**src/rtl/conv_8_32.sv**
```systemverilog
// rtl/conv_8_32.sv - packs four accepted bytes into one 32-bit word, MSB first.
// Optional CONV_GAP_DISCARD_EN: a valid_in gap mid-word discards the partial word and pulses drop_out.
module conv_8_32 (
    input  logic        clk,
    input  logic        reset_L,
    input  logic        valid_in,
    input  logic [7:0]  data_in,
    output logic [31:0] data_out,
    output logic        valid_out,
    output logic        drop_out
);

    typedef enum logic {
        IDLE    = 1'b0,
        COLLECT = 1'b1
    } state_t;

    state_t      state;
    logic [1:0]  idx;
    logic [23:0] acc;

    always_ff @(posedge clk or negedge reset_L) begin
        if (!reset_L) begin
            state     <= IDLE;
            idx       <= 2'd0;
            acc       <= 24'h000000;
            data_out  <= 32'h00000000;
            valid_out <= 1'b0;
            drop_out  <= 1'b0;
        end else begin
            valid_out <= 1'b0;
            drop_out  <= 1'b0;
            case (state)
                IDLE: begin
                    if (valid_in) begin
                        acc[23:16] <= data_in;
                        idx        <= 2'd1;
                        state      <= COLLECT;
                    end
                end
                COLLECT: begin
                    if (valid_in) begin
                        case (idx)
                            2'd1: begin
                                acc[15:8] <= data_in;
                                idx       <= 2'd2;
                            end
                            2'd2: begin
                                acc[7:0] <= data_in;
                                idx      <= 2'd3;
                            end
                            2'd3: begin
                                // Word complete; returning to IDLE lets the next byte start a new word with no bubble.
                                data_out  <= {acc, data_in};
                                valid_out <= 1'b1;
                                idx       <= 2'd0;
                                state     <= IDLE;
                            end
                            default: begin
                                idx   <= 2'd0;
                                state <= IDLE;
                            end
                        endcase
                    end else begin
`ifdef CONV_GAP_DISCARD_EN
                        idx      <= 2'd0;
                        acc      <= 24'h000000;
                        state    <= IDLE;
                        drop_out <= 1'b1;
`else
                        // Gap tolerated: idx and acc hold until the next accepted byte.
                        idx      <= idx;
`endif
                    end
                end
                default: begin
                    state <= IDLE;
                    idx   <= 2'd0;
                end
            endcase
        end
    end

endmodule
```
**config.mk**
```make
export PLATFORM = sky130hd
export DESIGN_NAME = conv_8_32
export DESIGN_NICKNAME = d
export VERILOG_FILES = /design/src/rtl/conv_8_32.sv
export SDC_FILE = /design/constraint.sdc
export NUM_CORES = 1
export LEC_CHECK = 0
export ABC_AREA = 1
export BUFFER_PORTS_ARGS = -buffer_cell sky130_fd_sc_hd__buf_2
export CORE_ASPECT_RATIO = 1.25
export CORE_MARGIN = 4
export CORE_UTILIZATION = 55
export CTS_CLUSTER_DIAMETER = 80
export DETAILED_ROUTE_END_ITERATION = 12
export GPL_TIMING_DRIVEN = 1
export PLACE_DENSITY_LB_ADDON = 0.3
export SLEW_MARGIN = 20
export SYNTH_ARGS = -nofsm -noshare
export SYNTH_HDL_FRONTEND = slang
export SYNTH_SLANG_ARGS = --single-unit
```
**constraint.sdc**
```tcl
create_clock -name clk -period 1.5 [get_ports clk]
set_input_delay 0.3 -clock clk [delete_from_list [all_inputs] [get_ports clk]]
set_output_delay 0.3 -clock clk [all_outputs]
set_load 0.01 [all_outputs]
```
==> impl_results.md <==
- FF+latch area: about 0.0015 sq mm
- Cell Pwr Density: 2094 mW/mm^2
- Worst EP required: about 1.7 ns
- Placed cells: between 300 and 400
- WP data arrival: between 1.5 and 2 ns
- Final cycle utilization of the critical path: around 93%
- Clk Latency, worst-skew pair: approximately 0.33 ns
- Vias in the first global route: 1955
- Nets: approximately 330
- Register area share after synthesis: slightly below 60%
- Final min period: around 1.4 ns
- Clk slew on worst S/H paths: around 0.060 ns
- GP Congestion: 0.8610
- Row count: 27
- Congestion Overflow GR: 0
- CP Max Fanout: 33
- First-pass GRT wire length: about 9.3 mm
- H-tree levels: 3
- Largest net degree at the start of global routing: between 60 and 70
- Post-Layout Cell Count: between 300 and 400
- Core Region: roughly 0.0045 sq mm
- Leakage Power: ~1.7 nW
- Max Transition Viols Final: 0
- Maximum Capacitance Violations: 0
- Cts bufs inserted: 9
- Peak Freq: slightly above 700 MHz
- Fill cells: around 390
- Worst VDD drop: 1.047 mV
- Layout Cell Area excl Fill: slightly above 0.003 sq mm
- CTS root buf: clkbuf_8
- Synth Area per Inst: about 9.3 sq um
- Most common cell after layout, fill and taps aside: nand2_1
- Synth unique cells: 16
- DR WL/cell: about 14 um
- Crit end category: flop
- Multi-input gate area: 888.4 sq um
- Starting DRT DRC Count: approximately 160
- Die height: ~84 um
- Vias per std cell: 5.406
- IO Port Bufs: 43
- Mapped cell area: 0.002557 sq mm
- Area post-placement: roughly 0.0028 sq mm
- Area Overhead vs Synth: 17.91%
- Antenna violations before repair: 0
- Overall Global Routing Usage: 21.08%
- Hpwl dp: 3.637 mm
- Die width: 68.99 um
- TritonCTS Sinks: 60
- Initial Utilization: 57.35%
- First-pass DRT Iterations: 4
- Setup bufs post-CTS: 0
- Post-route DRC: 0
- CTS tree: yes
- Hold crit path type: in -> reg
- Layout Skew: 0.006342 ns
- CTS Buffer Depth: 2
- Number of vias in the routed layout: a little over 2k
- Setup Viol. Count Final: 0
- Crit Path Category: reg -> reg
- Die area: roughly 0.0058 sq mm
- Ports: 45
- Outcome: finished, final reports clean
- Synthesized instance count: between 200 and 300
- Total wire length: between 5 and 6 mm
- ANT cells: 0
- Synth Register Bits: 60
- Startpoint types: flop
- Commonest non-fill, non-tap cells in the layout: 125 x nand2_1, 60 x dfrtp_1, 48 x nand4_1
- Syn_nets: 289
- Warnings from Yosys: 0
- RSZ-0062 raised after global routing: false
- Share of cells above drive strength 1: between 20% and 30%
- Final Hold Fails: 0
- Routed Antenna Nets: 0
- Fin Setup TNS: 0 ns
cell families (layout without fill, tap and decap cells):
| group | count (synthesis) | count (layout) | share of synthesized area, % |
|---|---|---|---|
| flops | 60 | 60 | 58.71 |
| other cells | 1 | 1 | 0.1466 |
| buf+inv | 28 | 78 | 6.556 |
| simple gates | 179 | 179 | 32.24 |
| compound gates | 2 | 2 | 0.3910 |
| fa+ha+maj | 4 | 4 | 1.957 |
metrics by stage:
stage          hold WS (ns)  total power, mW  worst slack [ns]  utilization, %
6_report             0.2270            6.315            0.1123           67.62
5_1_grt              0.2297            6.776          0.002670           67.62
4_1_cts              0.2191            6.361            0.1003           67.62
3_5_place_dp         0.3252            4.878            0.1106           62.85
3_3_place_gp         0.3218            4.793            0.2212           62.85
2_1_floorplan      0.004409            4.102            0.3045               -
routing by layer:
metal / up-vias / GRT usage, % / wire, um
li1: 1005 / - / -
met1: 984 / 30.65 / 2406
met2: 69 / 30.82 / 2575
met3: 7 / 3.614 / 355
met4: 0 / 9.043 / 76
met5: - / 0 / 0
cell usage after synthesis:
library cell	instances	area (sq um)
ha_1	4	50.05
nand3_1	3	15.01
o21ai_0	1	5.000
dfrtp_1	60	1501
inv_1	5	18.77
o21ai_1	1	5.000
nand4_1	48	300.3
nand3_4	1	17.52
inv_2	1	3.750
nor2_4	1	11.26
buf_6	4	45.04
nand2_1	125	469.2
nand2_4	1	11.26
buf_2	14	70.07
conb_1	1	3.750
buf_4	4	30.03
state kept, by name, indices dropped and copies added (netlist names):
register   cells
acc           24
data_out      32
idx            2
state          1
valid_out      1
what timing repair did:
action                                 4_1_cts  5_1_grt
endpoints found under the hold margin       60        0
hold buffers                                 1        0
resized for setup                            0        0
report_power, final:
| part | total (mW) | switching [mW] | leakage (nW) | internal (mW) |
|---|---|---|---|---|
| Sequential | 2.76 | 0.423 | 0.768 | 2.33 |
| Combinational | 2.11 | 1.29 | 0.832 | 0.819 |
| Clock | 1.45 | 0.600 | 0.102 | 0.852 |
cell type report:
| type | instances | share of cell area [%] |
|---|---|---|
| multi-input combinational | 186 | 29.46 |
| clock inverter | 4 | 1.577 |
| tap | 58 | 2.407 |
| sequential | 60 | 49.79 |
| timing repair buffer | 56 | 10.87 |
| clock buffer | 12 | 5.145 |
| inverter | 6 | 0.7469 |
critical path, stage by stage (launching register included):
cell	delay, ns
dfrtp_1	0.42
ha_1	0.28
nand3_4	0.34
nand2_1	0.17
nand2_1	0.07
final timing paths:
kind                       slack, ns         from  depth (start not counted)      endpoint
setup / recovery                0.11       idx[1]                          4  data_out[25]
hold / removal                  0.23   data_in[5]                          3       acc[21]
setup reg to reg                0.11       idx[1]                          4  data_out[25]
hold reg to reg                 0.47  data_out[9]                          2   data_out[9]
max in group asynchronous       0.75      reset_L                          3        acc[6]
min in group asynchronous       0.50      reset_L                          3        acc[4]
Note: power is estimated with default switching activity, not from simulation.
